--- src/rtl/hmc835_pkg.sv ---
// Shared definitions for the HMC835-style 32-bit SPI link: frame geometry, field
// positions and the link state type used by both the target and master-side drivers.
package hmc835_pkg;

    localparam int FRAME_BITS = 32;
    localparam int DATA_W     = 24;
    localparam int ADDR_W     = 5;
    localparam int CHIP_W     = 3;
    localparam int CNT_W      = 6;

    localparam int DATA_MSB = FRAME_BITS - 1;
    localparam int DATA_LSB = FRAME_BITS - DATA_W;
    localparam int ADDR_MSB = DATA_LSB - 1;
    localparam int ADDR_LSB = CHIP_W;
    localparam int CHIP_MSB = CHIP_W - 1;
    localparam int CHIP_LSB = 0;

    typedef enum logic {
        LINK_IDLE,
        LINK_FRAME
    } link_state_e;

    // Field order matches the wire order: data first, chip select field last.
    typedef struct packed {
        logic [DATA_W-1:0] data;
        logic [ADDR_W-1:0] addr;
        logic [CHIP_W-1:0] chip;
    } frame_t;

    function automatic logic addrInRange(input logic [ADDR_W-1:0] addr, input int depth);
        return int'(addr) < depth;
    endfunction

endpackage

--- src/rtl/spi_pin_sync.sv ---
// Multi-flop synchronizer for one SPI pin, with rise/fall detection taken from the
// last two synchronized samples.
module spi_pin_sync #(
    parameter int   STAGES     = 2,
    parameter logic IDLE_LEVEL = 1'b0
) (
    input  logic clock_i,
    input  logic reset_n_i,
    input  logic pin_i,
    output logic level_o,
    output logic rise_o,
    output logic fall_o
);

    logic [STAGES-1:0] syncChain_q;
    logic              prevLevel_q;

    // History is preset to the idle level so reset release never looks like an edge.
    always_ff @(posedge clock_i) begin
        if (!reset_n_i) begin
            syncChain_q <= {STAGES{IDLE_LEVEL}};
            prevLevel_q <= IDLE_LEVEL;
        end else begin
            syncChain_q <= {syncChain_q[STAGES-2:0], pin_i};
            prevLevel_q <= syncChain_q[STAGES-1];
        end
    end

    assign level_o = syncChain_q[STAGES-1];
    assign rise_o  = level_o & ~prevLevel_q;
    assign fall_o  = ~level_o & prevLevel_q;

endmodule

--- src/rtl/hmc835_spi_target.sv ---
// SPI target for the HMC835-style link: oversampled frame decode, local register file
// with write commit strobes, and pointer-based readback on miso.
module hmc835_spi_target
    import hmc835_pkg::*;
#(
    parameter logic [CHIP_W-1:0] CHIP_ID     = 3'd0,
    parameter int                NREGS       = 32,
    parameter int                SYNC_STAGES = 2
) (
    input  logic              clock_i,
    input  logic              reset_n_i,
    input  logic              sck_i,
    input  logic              cs_i,
    input  logic              mosi_i,
    output logic              miso_o,
    output logic              wr_valid_o,
    output logic [ADDR_W-1:0] wr_addr_o,
    output logic [DATA_W-1:0] wr_data_o,
    input  logic [ADDR_W-1:0] rd_addr_i,
    output logic [DATA_W-1:0] rd_data_o,
    output logic              frame_err_o
);

    localparam int IDX_W = (NREGS > 1) ? $clog2(NREGS) : 1;

    logic sckLevel, sckRise, sckFall;
    logic csLevel, csRise, csFall;
    logic mosiLevel, mosiRiseUnused, mosiFallUnused;

    spi_pin_sync #(.STAGES(SYNC_STAGES), .IDLE_LEVEL(1'b1)) sckSync (
        .clock_i(clock_i), .reset_n_i(reset_n_i), .pin_i(sck_i),
        .level_o(sckLevel), .rise_o(sckRise), .fall_o(sckFall)
    );
    spi_pin_sync #(.STAGES(SYNC_STAGES), .IDLE_LEVEL(1'b1)) csSync (
        .clock_i(clock_i), .reset_n_i(reset_n_i), .pin_i(cs_i),
        .level_o(csLevel), .rise_o(csRise), .fall_o(csFall)
    );
    spi_pin_sync #(.STAGES(SYNC_STAGES), .IDLE_LEVEL(1'b0)) mosiSync (
        .clock_i(clock_i), .reset_n_i(reset_n_i), .pin_i(mosi_i),
        .level_o(mosiLevel), .rise_o(mosiRiseUnused), .fall_o(mosiFallUnused)
    );

    link_state_e             state_q, state_d;
    logic [CNT_W-1:0]        bitCnt_q, bitCnt_d;
    logic [FRAME_BITS-1:0]   rxShift_q, rxShift_d;
    logic [FRAME_BITS-1:0]   txShift_q, txShift_d;
    logic                    miso_q, miso_d;
    logic                    frameErr_q, frameErr_d;
    logic                    pendValid_q, pendValid_d;
    logic [ADDR_W-1:0]       pendAddr_q, pendAddr_d;
    logic [DATA_W-1:0]       pendData_q, pendData_d;
    logic                    armed_q, armed_d;
    logic [7:0]              primeCnt_q, primeCnt_d;
    logic                    wrValid_q;
    logic [ADDR_W-1:0]       wrAddr_q;
    logic [DATA_W-1:0]       wrData_q;
    logic [ADDR_W-1:0]       readPtr_q;
    logic [DATA_W-1:0]       regFile_q [NREGS];

    frame_t                  rxFrame;
    logic                    primed, sckRiseAct, sckFallAct;
    logic [ADDR_W-1:0]       ptrEff;
    logic [DATA_W-1:0]       loadData;

    assign rxFrame    = rxShift_q;
    assign sckRiseAct = sckRise & ~csLevel & sckLevel;
    assign sckFallAct = sckFall & ~csLevel;
    assign primed     = int'(primeCnt_q) >= SYNC_STAGES;

    // A commit still in flight overrides the stored pointer and data, so a frame that
    // starts in the same clock as a commit already sees the new contents.
    always_comb begin
        ptrEff = readPtr_q;
        if (pendValid_q && pendAddr_q == '0) ptrEff = pendData_q[ADDR_W-1:0];
        loadData = '0;
        if (pendValid_q && pendAddr_q == ptrEff) loadData = pendData_q;
        else if (addrInRange(ptrEff, NREGS)) loadData = regFile_q[ptrEff[IDX_W-1:0]];
    end

    always_comb begin
        state_d     = state_q;
        bitCnt_d    = bitCnt_q;
        rxShift_d   = rxShift_q;
        txShift_d   = txShift_q;
        miso_d      = miso_q;
        frameErr_d  = 1'b0;
        pendValid_d = 1'b0;
        pendAddr_d  = pendAddr_q;
        pendData_d  = pendData_q;
        primeCnt_d  = primed ? primeCnt_q : primeCnt_q + 8'd1;
        armed_d     = armed_q | (primed & csLevel);
        unique case (state_q)
            LINK_IDLE: begin
                // Only a falling cs seen after a genuine idle level opens a frame.
                if (csFall && armed_q) begin
                    state_d   = LINK_FRAME;
                    bitCnt_d  = '0;
                    txShift_d = {loadData, {DATA_LSB{1'b0}}};
                    miso_d    = loadData[DATA_W-1];
                end
            end
            LINK_FRAME: begin
                if (csRise) begin
                    state_d = LINK_IDLE;
                    miso_d  = 1'b0;
                    if (bitCnt_q == CNT_W'(FRAME_BITS)) begin
                        if (rxFrame.chip == CHIP_ID && addrInRange(rxFrame.addr, NREGS)) begin
                            pendValid_d = 1'b1;
                            pendAddr_d  = rxFrame.addr;
                            pendData_d  = rxFrame.data;
                        end
                    end else begin
                        frameErr_d = 1'b1;
                    end
                end else if (sckRiseAct) begin
                    rxShift_d = {rxShift_q[FRAME_BITS-2:0], mosiLevel};
                    if (bitCnt_q != '1) bitCnt_d = bitCnt_q + 1'b1;
                end else if (sckFallAct) begin
                    txShift_d = {txShift_q[FRAME_BITS-2:0], 1'b0};
                    miso_d    = txShift_q[FRAME_BITS-2];
                end
            end
            default: state_d = LINK_IDLE;
        endcase
    end

    always_ff @(posedge clock_i) begin
        if (!reset_n_i) begin
            state_q     <= LINK_IDLE;
            bitCnt_q    <= '0;
            rxShift_q   <= '0;
            txShift_q   <= '0;
            miso_q      <= 1'b0;
            frameErr_q  <= 1'b0;
            pendValid_q <= 1'b0;
            pendAddr_q  <= '0;
            pendData_q  <= '0;
            armed_q     <= 1'b0;
            primeCnt_q  <= '0;
            wrValid_q   <= 1'b0;
            wrAddr_q    <= '0;
            wrData_q    <= '0;
            readPtr_q   <= '0;
            for (int i = 0; i < NREGS; i++) regFile_q[i] <= '0;
        end else begin
            state_q     <= state_d;
            bitCnt_q    <= bitCnt_d;
            rxShift_q   <= rxShift_d;
            txShift_q   <= txShift_d;
            miso_q      <= miso_d;
            frameErr_q  <= frameErr_d;
            pendValid_q <= pendValid_d;
            pendAddr_q  <= pendAddr_d;
            pendData_q  <= pendData_d;
            armed_q     <= armed_d;
            primeCnt_q  <= primeCnt_d;
            wrValid_q   <= pendValid_q;
            wrAddr_q    <= pendAddr_q;
            wrData_q    <= pendData_q;
            if (pendValid_q) begin
                regFile_q[pendAddr_q[IDX_W-1:0]] <= pendData_q;
                if (pendAddr_q == '0) readPtr_q <= pendData_q[ADDR_W-1:0];
            end
        end
    end

    assign miso_o      = miso_q;
    assign wr_valid_o  = wrValid_q;
    assign wr_addr_o   = wrAddr_q;
    assign wr_data_o   = wrData_q;
    assign frame_err_o = frameErr_q;
    assign rd_data_o   = addrInRange(rd_addr_i, NREGS) ? regFile_q[rd_addr_i[IDX_W-1:0]] : '0;

endmodule

--- config.mk ---
export PLATFORM = sky130hd
export DESIGN_NAME = hmc835_spi_target
export DESIGN_NICKNAME = d
export VERILOG_FILES = /design/src/rtl/hmc835_pkg.sv /design/src/rtl/spi_pin_sync.sv /design/src/rtl/hmc835_spi_target.sv
export SDC_FILE = /design/constraint.sdc
export NUM_CORES = 2
export LEC_CHECK = 0
export BUFFER_PORTS_ARGS = -buffer_cell sky130_fd_sc_hd__buf_2
export CAP_MARGIN = 15
export CORE_AREA = 4 4 441 225
export CTS_CLUSTER_SIZE = 14
export DETAILED_ROUTE_END_ITERATION = 8
export DIE_AREA = 0 0 445 229
export PLACE_DENSITY_LB_ADDON = 0.1
export SYNTH_ARGS = -nofsm -noshare
export SYNTH_HDL_FRONTEND = slang
export SYNTH_SLANG_ARGS = --single-unit
--- constraint.sdc ---
create_clock -name clock_i -period 7.8 [get_ports clock_i]
set_input_delay 1.56 -clock clock_i [delete_from_list [all_inputs] [get_ports clock_i]]
set_output_delay 1.56 -clock clock_i [all_outputs]
set_load 0.01 [all_outputs]
==> impl_results.rst <==
.. list-table::
   :header-rows: 1

   * - Metric
     - Value
   * - Run status
     - finished with violations
   * - Failing checks
     - capacitance limit, slew limit
   * - Final critical-path setup slack
     - 1.90 ns
   * - CTS resizes
     - 0
   * - Number of vias in the routed layout
     - 35200
   * - Post-synthesis cell area
     - 0.0473 sq mm
   * - Min Hold Slack
     - 0.450 ns
   * - Syn-to-layout area delta
     - 10.3%
   * - Total number of clock tree sinks
     - 914
   * - PD cells
     - 206 mW/mm^2
   * - Max Cap Viol
     - 1
   * - Most common cell after layout, fill and taps aside
     - edfxtp_1
   * - Final-stage net count
     - 3717
   * - Pin count of the biggest net entering global routing
     - 100
   * - Headroom to the max-slew limit
     - -0.0259
   * - Worst skew pair latency
     - 0.71 ns
   * - Buffers added on ports
     - 65
   * - Routability cong.
     - 0.969
   * - H-Tree Depth
     - 3
   * - Seq/Total Area, Yosys
     - 0.549
   * - Via count of the first global-routing pass
     - 33200
   * - Maximum resistive drop on vdd
     - 0.168 mV
   * - Final-report setup violation count
     - 0
   * - Buffers plus inverters on the worst setup path
     - 3
   * - Leading cell types in the layout, fill and taps excluded
     - 768 x edfxtp_1, 752 x and2_1, 422 x nand2_1, 250 x mux4_2, 141 x dfxtp_1
   * - Leakage power summed over all cells
     - 0.0183 uW
   * - Syn_nets
     - 3827
   * - Drt first pass iters
     - 7
   * - Final Skew
     - 0.0345 ns
   * - Transition time at the pin with the least slew margin
     - 1.53 ns
   * - WHS Endpoint
     - rxFrame[0]
   * - Average size of a mapped cell
     - 12.4 sq um
   * - Standard-cell row count
     - 80
   * - Global route overflow
     - 0
   * - Category of the critical setup timing path
     - primary input to output port
   * - Hold Path Cell Cnt
     - 2
   * - Area of all placed cells without fillers
     - 0.0522 sq mm
   * - Worst reg2reg endpoint
     - txShift_q[16]
   * - Height of the die
     - 229 um
   * - Crit-path max FO
     - 54
   * - Clock tree root driver cell
     - clkbuf_16
   * - First-pass GRT wire length
     - 259000 um
   * - Average via count per standard cell
     - 6.96
   * - List of cells traversed by the critical path
     - buf_8, buf_4, mux4_2, mux4_2, mux2_2, buf_2
   * - Layout cells sized above 1
     - 0.202
   * - Number of hold-slack violations in the final timing report
     - 0
   * - Logic depth of the worst register-to-register path
     - 10
   * - Number of pins exceeding their max-slew limit in the final report
     - 2
   * - Layout Utilization
     - 0.550
   * - Startpoint of the worst hold path
     - mosiSync.syncChain_q[1]
   * - Fin Setup TNS
     - 0 ns
   * - Post-place setup slack
     - 1.92 ns
   * - Clock slew seen by the registers of the worst setup and hold paths
     - 0.06 ns
   * - Number of different library cells in the post-synthesis netlist
     - 76
   * - Cell with the largest stage delay on the worst path
     - mux4_2
   * - Antenna violations before repair
     - 26
   * - Crit path top cell by count
     - mux4_2
   * - Most used flip-flop cell after synthesis
     - edfxtp_1
   * - Number of buffers added to fix hold violations after cts
     - 0
   * - Post-DP HPWL
     - 111000 um
   * - Die Wd
     - 445 um
   * - Ys async rst share
     - 0
   * - Number of placed I/O pins
     - 66
   * - Tightest Hold Check Type
     - flop to flop
   * - Gate Count Post-Synth
     - 3813
   * - Initial detailed-routing violation count
     - 6511
   * - Die Footprint
     - 0.102 sq mm
   * - Number of flops mapped to enable cells by yosys
     - 768
   * - Data required time at the worst endpoint
     - 6.24 ns
   * - Starting density of the core
     - 0.498
   * - Endpoint kind of the worst setup timing path
     - output port
   * - Placed Area
     - 0.0493 sq mm
   * - Worst R2R Start
     - pendAddr_q[4]
   * - Synthesis-stage register bit count
     - 914
   * - Core Box Area
     - 0.0950 sq mm
   * - Number of DRC violations after detailed routing
     - 0
   * - Min Clock Period, post-route
     - 5.90 ns
   * - Clock Path Buffers
     - 3
   * - Post-route ant nets
     - 0
   * - CP max stage delay
     - 0.63 ns
   * - Worst-case register-to-register setup slack
     - 2.43 ns
   * - Setup repair bufs after CTS
     - 0
   * - Critical path data arrival time
     - 4.34 ns
   * - CTS buffer count
     - 85
   * - Ratio of final minimum period to clock period
     - 0.756
   * - Upper clock frequency limit
     - 0.170 GHz
   * - Routed wire length
     - 188000 um
   * - Top cell family by delay on the critical path
     - multiplexers
   * - Total global routing track utilization
     - 0.364
   * - Wirelength per Cell
     - 37.2 um
   * - Count of yosys warnings during synthesis
     - 0
   * - Startpoint type of the worst setup path
     - primary input
   * - Setup repair after global routing missed its margin
     - no
   * - TritonCTS clock tree
     - built
## sequential cells by signal, summed over array words and instances (netlist names), 2 cells and up
signal and flops:
regFile_q 768, rxFrame 32, pendData_q 24, wr_data_o 24, txShift_q 23, primeCnt_q 8
bitCnt_q 6, pendAddr_q 5, readPtr_q 5, wr_addr_o 5, csSync.syncChain_q 2, mosiSync.syncChain_q 2
sckSync.syncChain_q 2
## worst min-delay path, cell delays in order, from the launching register on
cell and delay, ns:
dfxtp_1 0.30, nand2_1 0.05, a21oi_1 0.05
## how the worst max path moves through the flow
stage            startpoint       endpoint  slack [ns]  cells past startpoint
2_1_floorplan  rd_addr_i[0]   rd_data_o[0]        2.39                      6
3_3_place_gp   rd_addr_i[0]  rd_data_o[22]        1.94                      6
3_5_place_dp   rd_addr_i[0]  rd_data_o[22]        1.92                      6
4_1_cts        rd_addr_i[0]  rd_data_o[22]        1.92                      6
5_1_grt        rd_addr_i[0]  rd_data_o[22]        1.76                      6
6_report       rd_addr_i[0]  rd_data_o[22]        1.90                      6
## Yosys cell counts (all sizes together), types with 33 or more instances
library cell / instances / share of area
nor3: 36 / 0.0038
mux2i: 114 / 0.024
nand3: 57 / 0.0063
a21oi: 85 / 0.0090
and3: 102 / 0.013
nor2: 110 / 0.0087
o22ai: 33 / 0.0044
and2: 752 / 0.099
nand2: 427 / 0.034
dfxtp: 146 / 0.062
mux2: 88 / 0.021
o21ai: 60 / 0.0068
buf: 102 / 0.011
edfxtp: 768 / 0.49
clkbuf: 280 / 0.022
a31oi: 60 / 0.0079
a211oi: 47 / 0.0075
mux4: 250 / 0.12
## through the flow
stage                     power [uW]  instances
after floorplan                 6080       3813
after global placement          6420       4878
after detailed placement        6430       4878
after CTS                      10700       5037
after global routing           11000       5046
final                          10800       5056
## report_power, final
| group | internal (uW) | leakage [uW] | switching (uW) | total [uW] |
|---|---|---|---|---|
| combinational | 314 | 0.00796 | 493 | 807 |
| sequential | 5450 | 0.00896 | 112 | 5560 |
| clock | 2440 | 0.00139 | 1950 | 4390 |
| total | 8200 | 0.0183 | 2560 | 10800 |
## logic make-up (layout without fill, tap and decap cells)
family | count (synthesis) | count (layout) | share of synthesized area
xor gates and xnor gates | 5 | 5 | 0.000925
DFF | 914 | 914 | 0.549
buffers and inverters | 394 | 356 | 0.0344
AOI/OAI and AO/OA | 460 | 460 | 0.0695
muxes | 452 | 452 | 0.164
other | 0 | 10 | 0
and+or+nand+nor | 1584 | 1584 | 0.181
adders and majority gates | 4 | 4 | 0.00106
## routing by layer
metal	part of all wire	GRT usage
met1	0.38	0.510
met2	0.39	0.476
met3	0.18	0.190
met4	0.046	0.135
met5	0.0016	0.0112
## layout make-up
type                       instances  area, sq um
clock inverter                    46          458
sequential                       914        26000
antenna                           10         25.0
timing repair buffer             185         1380
tap                             1271         1590
clock buffer                     113         2370
inverter                          12         46.3
multi-input combinational       2505        20400
fill                            7704        42800
(Power assumes the default switching activity.)
